**src/rtl/i2s_pkg.sv**
```systemverilog
`default_nettype none
// ---------------------------------------------------------------------------
// i2s_pkg : constants and sample type shared by the I2S transmitter/receiver
// Rev 1.0
// ---------------------------------------------------------------------------
package i2s_pkg;

  localparam int I2S_DATA_WIDTH = 24;
  localparam int I2S_SLOT_WIDTH = 32;
  localparam int I2S_CLK_DIV    = 4;

  typedef struct packed {
    logic signed [I2S_DATA_WIDTH-1:0] l;
    logic signed [I2S_DATA_WIDTH-1:0] r;
  } i2s_sample_t;

  // Counter width that stays legal when the count range is a single value.
  function automatic int cnt_width(input int n);
    return (n > 1) ? $clog2(n) : 1;
  endfunction

endpackage
`default_nettype wire

```
**src/rtl/i2s_tx_clkgen_module.sv**
```systemverilog
`default_nettype none
// ---------------------------------------------------------------------------
// i2s_tx_clkgen_module : SCK divider with single-clock fall/rise strobes
// Rev 1.0
// ---------------------------------------------------------------------------
module i2s_tx_clkgen_module
  import i2s_pkg::*;
#(
  parameter int CLK_DIV = I2S_CLK_DIV
) (
  input  logic clk_i,
  input  logic rst_ni,
  output logic sck_o,
  output logic fall_o,
  output logic rise_o
);

  localparam int            DW       = cnt_width(CLK_DIV);
  localparam logic [DW-1:0] DIV_LAST = DW'(CLK_DIV - 1);

  logic [DW-1:0] div_cnt_q, div_cnt_d;
  logic          sck_q, sck_d;
  logic          wrap;

  always_comb begin
    wrap      = (div_cnt_q == DIV_LAST);
    div_cnt_d = wrap ? '0 : div_cnt_q + 1'b1;
    sck_d     = wrap ? ~sck_q : sck_q;
  end

  always_ff @(posedge clk_i or negedge rst_ni) begin
    if (!rst_ni) begin
      div_cnt_q <= '0;
      sck_q     <= 1'b0;
    end else begin
      div_cnt_q <= div_cnt_d;
      sck_q     <= sck_d;
    end
  end

  // Strobes mark the clock whose edge will move SCK.
  assign fall_o = wrap & sck_q;
  assign rise_o = wrap & ~sck_q;
  assign sck_o  = sck_q;

endmodule
`default_nettype wire

```
**src/rtl/i2s_tx_module.sv**
```systemverilog
`default_nettype none
// ---------------------------------------------------------------------------
// i2s_tx_module : Philips I2S master transmitter with one-pair holding buffer
// Rev 1.0
// ---------------------------------------------------------------------------
module i2s_tx_module
  import i2s_pkg::*;
#(
  parameter int DATA_WIDTH = I2S_DATA_WIDTH,
  parameter int SLOT_WIDTH = I2S_SLOT_WIDTH,
  parameter int CLK_DIV    = I2S_CLK_DIV
) (
  input  logic                  clk_i,
  input  logic                  rst_ni,
  input  logic [DATA_WIDTH-1:0] left_i,
  input  logic [DATA_WIDTH-1:0] right_i,
  input  logic                  valid_i,
  output logic                  ready_o,
  output logic                  sck_o,
  output logic                  ws_o,
  output logic                  sd_o,
  output logic                  underrun_o
);

  localparam int            FRAME_BITS = 2 * SLOT_WIDTH;
  localparam int            KW         = cnt_width(FRAME_BITS);
  localparam int            PAD        = SLOT_WIDTH - DATA_WIDTH;
  localparam logic [KW-1:0] K_LAST     = KW'(FRAME_BITS - 1);
  localparam logic [KW-1:0] WS_FIRST   = KW'(SLOT_WIDTH - 1);
  localparam logic [KW-1:0] WS_LAST    = KW'(FRAME_BITS - 2);

  logic fall;
  logic unused_rise;

  i2s_tx_clkgen_module #(
    .CLK_DIV (CLK_DIV)
  ) u_clkgen (
    .clk_i  (clk_i),
    .rst_ni (rst_ni),
    .sck_o  (sck_o),
    .fall_o (fall),
    .rise_o (unused_rise)
  );

  logic [KW-1:0]         k_q, k_d;
  logic [FRAME_BITS-1:0] shift_q, shift_d, frame_w;
  logic [DATA_WIDTH-1:0] buf_l_q, buf_l_d, buf_r_q, buf_r_d;
  logic                  full_q, full_d;
  logic                  ws_q, ws_d;
  logic                  sd_q, sd_d;
  logic                  underrun_q, underrun_d;
  logic                  load, accept;

  always_comb begin
    load    = fall & (k_q == K_LAST);
    accept  = valid_i & ~full_q;
    // Each slot is MSB-aligned with zero padding below the sample.
    frame_w = full_q ? {SLOT_WIDTH'(buf_l_q) << PAD, SLOT_WIDTH'(buf_r_q) << PAD} : '0;

    k_d     = k_q;
    ws_d    = ws_q;
    sd_d    = sd_q;
    shift_d = shift_q;
    if (fall) begin
      k_d  = load ? '0 : k_q + 1'b1;
      ws_d = (k_d >= WS_FIRST) && (k_d <= WS_LAST);
      if (load) begin
        sd_d    = frame_w[FRAME_BITS-1];
        shift_d = frame_w << 1;
      end else begin
        sd_d    = shift_q[FRAME_BITS-1];
        shift_d = shift_q << 1;
      end
    end

    underrun_d = load & ~full_q;

    // A pair arriving on the load clock of an empty buffer waits a frame.
    full_d  = full_q;
    buf_l_d = buf_l_q;
    buf_r_d = buf_r_q;
    if (load && full_q) begin
      full_d  = 1'b0;
      buf_l_d = '0;
      buf_r_d = '0;
    end else if (accept) begin
      full_d  = 1'b1;
      buf_l_d = left_i;
      buf_r_d = right_i;
    end
  end

  always_ff @(posedge clk_i or negedge rst_ni) begin
    if (!rst_ni) begin
      k_q        <= K_LAST;
      shift_q    <= '0;
      buf_l_q    <= '0;
      buf_r_q    <= '0;
      full_q     <= 1'b0;
      ws_q       <= 1'b0;
      sd_q       <= 1'b0;
      underrun_q <= 1'b0;
    end else begin
      k_q        <= k_d;
      shift_q    <= shift_d;
      buf_l_q    <= buf_l_d;
      buf_r_q    <= buf_r_d;
      full_q     <= full_d;
      ws_q       <= ws_d;
      sd_q       <= sd_d;
      underrun_q <= underrun_d;
    end
  end

  assign ready_o    = ~full_q;
  assign ws_o       = ws_q;
  assign sd_o       = sd_q;
  assign underrun_o = underrun_q;

endmodule
`default_nettype wire

```
**config.mk**
```make
export PLATFORM = sky130hd
export DESIGN_NAME = i2s_tx_module
export DESIGN_NICKNAME = d
export VERILOG_FILES = /design/src/rtl/i2s_pkg.sv /design/src/rtl/i2s_tx_clkgen_module.sv /design/src/rtl/i2s_tx_module.sv
export SDC_FILE = /design/constraint.sdc
export NUM_CORES = 1
export LEC_CHECK = 0
export CORE_MARGIN = 3
export CORE_UTILIZATION = 35
export CTS_BUF_LIST = sky130_fd_sc_hd__clkbuf_8
export DETAILED_ROUTE_END_ITERATION = 8
export PLACE_DENSITY_LB_ADDON = 0.1
export RECOVER_POWER = 100
export SLEW_MARGIN = 10
export SYNTH_ARGS = -nofsm -noshare
export SYNTH_HDL_FRONTEND = slang
export SYNTH_SLANG_ARGS = --single-unit
export TNS_END_PERCENT = 100
```
**constraint.sdc**
```tcl
create_clock -name clk_i -period 2.3 [get_ports clk_i]
set_input_delay 0.46 -clock clk_i [delete_from_list [all_inputs] [get_ports clk_i]]
set_output_delay 0.46 -clock clk_i [all_outputs]
set_load 0.1 [all_outputs]
```
After elaboration in Yosys (flattened, before gate mapping) --
Index checks and enable logic that the tools add are counted.
Operators by class: add/subtract/negate cells 2, $lt $le $gt $ge 2, equal/unequal tests 2, multiplexer cells 11, bitwise logic cells 6, reduce and logical (&&, ||, !) cells 3
Operators by type and width (number):
- $mux 64 | 2
- $mux 24 | 4
- $add 6x1->6 const B | 1
- $eq 6x6->1 const B | 1
- $ge 6x5->1 const B | 1
- $le 6x6->1 const B | 1
- $mux 6 | 1
- $and 1x1->1 | 4
- $mux 1 | 3
- $add 2x1->2 const B | 1
- $eq 2x2->1 const B | 1
- $logic_and 1x1->1 | 2
- $mux 2 | 1
- $not 1->1 | 2
- $reduce_bool 2->1 | 1
Storage, ports and cells: register bits after elaboration 125, input port bits 51, output and inout bits 5

Depth between registers and ports, before layout --
word-level depth 6, gate-level depth with buffers 7

Cells and area by module --
From an unflattened synthesis, not the netlist that was laid out.
Second synthesis, totals: cells, all modules 483, area, all modules 5273.8 µm²
Modules (own cells, without submodules):
- i2s_tx_module | instances 1, cells an instance 475, area an instance 5157.4 µm², sequential area each 2835.2 µm²
- i2s_tx_clkgen_module | instances 1, cells an instance 8, area an instance 116.4 µm², sequential area each 75.1 µm²

Worst setup path before layout --
OpenSTA, ideal clock, no wires.
path type reg-to-reg, start register u_clkgen.sck_q (netlist: u_clkgen.sck_o), end register sd_q (netlist: sd_o), arrival time 2008 ps, data required time 2218 ps, slack 211 ps, cell stages (with the launch flop) 6, buffers on the path 2, period minus slack after synthesis 2089 ps, cells stage by stage dfrtp_1 -> and2_1 -> clkbuf_1 -> clkbuf_1 -> nor2_1 -> a31oi_1
Between the ends: cells in the longest elaborated chain, start to end 3
Ends and longest elaborated chain:
- start: declaration | RTL line i2s_tx_clkgen_module.sv:22 | logic sck_q, sck_d;
- start signal: assignment | RTL line i2s_tx_clkgen_module.sv:37 | sck_q <= sck_d;
- $and 1x1->1 * | RTL line i2s_tx_clkgen_module.sv:42 | assign fall_o = wrap & sck_q;
- $and 1x1->1 | RTL line i2s_tx_module.sv:55 | load = fall & (k_q == K_LAST);
- $mux 1 | RTL line i2s_tx_module.sv:67 | if (load) begin
- end signal: assignment | RTL line i2s_tx_module.sv:101 | sd_q <= 1'b0;
- end signal: assignment | RTL line i2s_tx_module.sv:110 | sd_q <= sd_d;
- end: declaration | RTL line i2s_tx_module.sv:50 | logic sd_q, sd_d;
Every way passes the cells marked *; elsewhere a longest branch is shown, timed or not. A chain may end at the register's enable or synchronous reset.

Final worst setup path --
start register k_q[1], end register buf_r_q[7]
Between the ends: cells in the longest elaborated chain, start to end 4, elaborated cells on any way between the ends 5
Ends and longest elaborated chain:
- start: declaration | RTL line i2s_tx_module.sv:45 | logic [KW-1:0] k_q, k_d;
- start signal: assignment | RTL line i2s_tx_module.sv:104 | k_q <= k_d;
- $eq 6x6->1 * | RTL line i2s_tx_module.sv:55
- $and 1x1->1 * | RTL line i2s_tx_module.sv:55
- $logic_and 1x1->1 * | RTL line i2s_tx_module.sv:82 | if (load && full_q) begin
- $mux 24 or $reduce_bool 2->1 (tied branches)
- end signal: assignment | RTL line i2s_tx_module.sv:107 | buf_r_q <= buf_r_d;
- end: declaration | RTL line i2s_tx_module.sv:47 | logic [DATA_WIDTH-1:0] buf_l_q, buf_l_d, buf_r_q, buf_r_d;
Marked as above.

==> qor.yml <==
period_share: 0.878
final_cells: 707
switching_share: 0.217
yosys.area.top_type: "dfrtp_1"
grt_first_pass_wirelength_mm: 18.4
yosys-top-cells-area: "dfrtp_1 57%, a22o_1 8.7%, a31oi_1 6.2%, nand2_1 5.5%, nand3_1 5.4%"
routabilityCongestion: 0.731
r2r_cells: 5
dieHeight_um: 124
drt_iter0_drc: 261
wl_met2_mm: 4.92
portBuffers: 55
cap_violations: 0
wl_met3_um: 466
seqCellArea_sq_um: 2910
grt_pass1_vias: 3663
tightest_slew_ns: 1.04
fillers: 1303
p_sw_uw: 937
fin_skew_ns: 0.00988
rows: 42
highest_layer: "met4"
dp_cells: 674
dp_hpwl_mm: 6.81
diodes: 0
worst_r2r_endpoint: "buf_r_q[7]$_DFFE_PN0P_"
die_w_um: 124
post-place-ws_ns: 0.422
p_comb_frac: 0.053
ys_warn_count: 0
yosysUniqueCellTypes: 29
final_cell_mix: "110 x dfrtp_1, 71 x nand2_1, 52 x nand3_1"
rsz0062_at_grt: "no"
startpoint_type: "register"
drive_gt1_frac: 0.113
slew_headroom: 0.310
hold_depth: 1
p_int_mw: 3.39
hold_viol: 0
setup_viol: 0
drv_slew: 0
cts_made_buffers: 17
core_sq_um: 13400
vias: 3639
cp.arrival_ns: 2.33
met1_length_mm: 5.42
nets: 573
synth-seq-cells: 116
status: "finished, final reports clean"
grt_overflow_total: 0
worstPathMaxFanout: 15
dieArea_sq_um: 15300
p_leak_nw: 2.62
wirelength_mm: 10.9
r2r_start: "k_q[1]$_DFFE_PN1P_"
rrSetupSlack_ns: 0.28
grt_start_max_net_pins: 50
clk_pin_slew_ns: 0.06
clk_path_buf_depth: 2
drtAntennaViolNets: 0
clock-sinks: 116
drc: 0
antenna_found_initial: 0
cts_tree: "done"
start_util: 0.363
syn_area_sq_um: 4860
share_clk_of_total_power: 0.437
endpoint_kind: "register"
area_growth_pct: 23.7
clock_latency_ns: 0.43
multiInputGateArea_sq_um: 1730
yosysSeqAreaShare: 0.599
dr.pass1.iters: 4
hold_path_end: "u_clkgen.div_cnt_q[0]$_DFF_PN0_"
synth_fp_nets: 525
hold_class: "reg -> reg"
io_pins: 56
root_buffer: "clkbuf_8"
htree_num_levels: 4
critPathRequiredTime_ns: 2.61
layout_min_cycle_time_ns: 2.02
cts_setup_buffers: 0
clock.fmax_ghz: 0.495
post_drt_via_cell_ratio: 5.15
p_total_mw: 4.32
p_per_area_nw_per_um2: 719
final_common_cell: "dfrtp_1"
path_class: "reg -> reg"
synth_cells: 470
fin_ws_ns: 0.280
hp-start: "u_clkgen.div_cnt_q[0]$_DFF_PN0_"
wire_per_inst_um: 15.5
synth_top_area_frac: 0.567
seq_power_share: 0.510
tns_ns: 0
synth.avg_cell_area_sq_um: 10.3
peakVddDrop_mv: 0.368
track_usage: 0.156
[critical path: stages (launching register included)]
cell      delay (ns)
dfstp_1         0.59
ha_1            0.31
and3_1          0.33
a31oi_4         0.11
clkbuf_2        0.29
a22o_1          0.26
[state kept, by name (all words and copies together) (netlist names)]
register,count
buf_r_q,24
u_clkgen.sck_o,1
underrun_o,1
full_q,1
k_q,6
u_clkgen.div_cnt_q,2
shift_q,55
ws_o,1
buf_l_q,24
sd_o,1
[cell families (layout without fill, tap and decap cells)]
family,count (synthesis),count (layout),synth area share
buffers and inverters,45,106,0.0466
AO/OA/AOI/OAI,118,118,0.176
flip-flops,116,116,0.599
adder cells (fa/ha/maj),4,4,0.0103
AND/OR/NAND/NOR,183,183,0.161
XOR/XNOR,4,4,0.00721
[per-stage QoR]
stage,area (sq um),hold slack (ns),util
floorplan,4860,0.164,-
CTS,6030,0.445,0.450
detailed placement,5620,0.436,0.419
finish,6010,0.439,0.449
global route,6010,0.464,0.449
global placement,5620,0.419,0.419
[layout make-up]
type	count	share of cell area
Clock buffer	22	0.0504
Clock inverter	10	0.0173
Inverter	3	0.00187
Multi-Input combinational cell	309	0.288
Sequential cell	116	0.484
Tap cell	176	0.0366
Timing Repair Buffer	71	0.122
[cell usage after synthesis]
master / number
a211o_1: 1
a21boi_0: 1
a21oi_1: 2
a22o_1: 48
a31oi_1: 48
a31oi_4: 1
and2_0: 1
and2_1: 1
and3_1: 2
and3b_1: 1
buf_2: 10
buf_4: 2
buf_6: 5
clkbuf_1: 25
dfrtp_1: 110
dfstp_2: 6
ha_1: 4
inv_1: 3
nand2_1: 71
nand3_1: 52
nand4_1: 2
nand4b_1: 1
nor2_1: 50
nor2b_1: 1
nor3_1: 1
o21ai_0: 16
o31ai_1: 1
xnor2_1: 3
xor2_1: 1
[per-layer routing]
| metal | vias up | global-route usage |
|---|---|---|
| li1 | 1770 | - |
| met1 | 1794 | 0.217 |
| met2 | 67 | 0.229 |
| met3 | 8 | 0.0427 |
| met4 | 0 | 0.0651 |
| met5 | - | 0 |
[power by group through the flow]
stage               clock network (mW)  logic (mW)  registers (mW)
floorplan                            0      0.0843            2.22
global placement                     0       0.229            2.24
detailed placement                   0       0.233            2.24
CTS                               1.95       0.237            2.20
global route                      2.05       0.255            2.21
finish                            1.89       0.230            2.20
[worst max-delay path by stage]
stage                                     from                      end  slack, ns
floorplan           u_clkgen.sck_o$_DFFE_PN0N_         sd_o$_DFFE_PN0P_       0.21
global placement                       valid_i   buf_l_q[1]$_DFFE_PN0P_       0.43
detailed placement          k_q[1]$_DFFE_PN1P_  buf_r_q[22]$_DFFE_PN0P_       0.42
CTS                         k_q[1]$_DFFE_PN1P_   buf_l_q[5]$_DFFE_PN0P_       0.41
global route                k_q[1]$_DFFE_PN1P_   buf_r_q[1]$_DFFE_PN0P_       0.17
finish                      k_q[1]$_DFFE_PN1P_   buf_r_q[7]$_DFFE_PN0P_       0.28
[timing repair]
action	in CTS	in global routing
hold buffers	1	0
endpoints found under the hold margin	3	0
resized for setup	0	0
(Power assumes the default switching activity.)
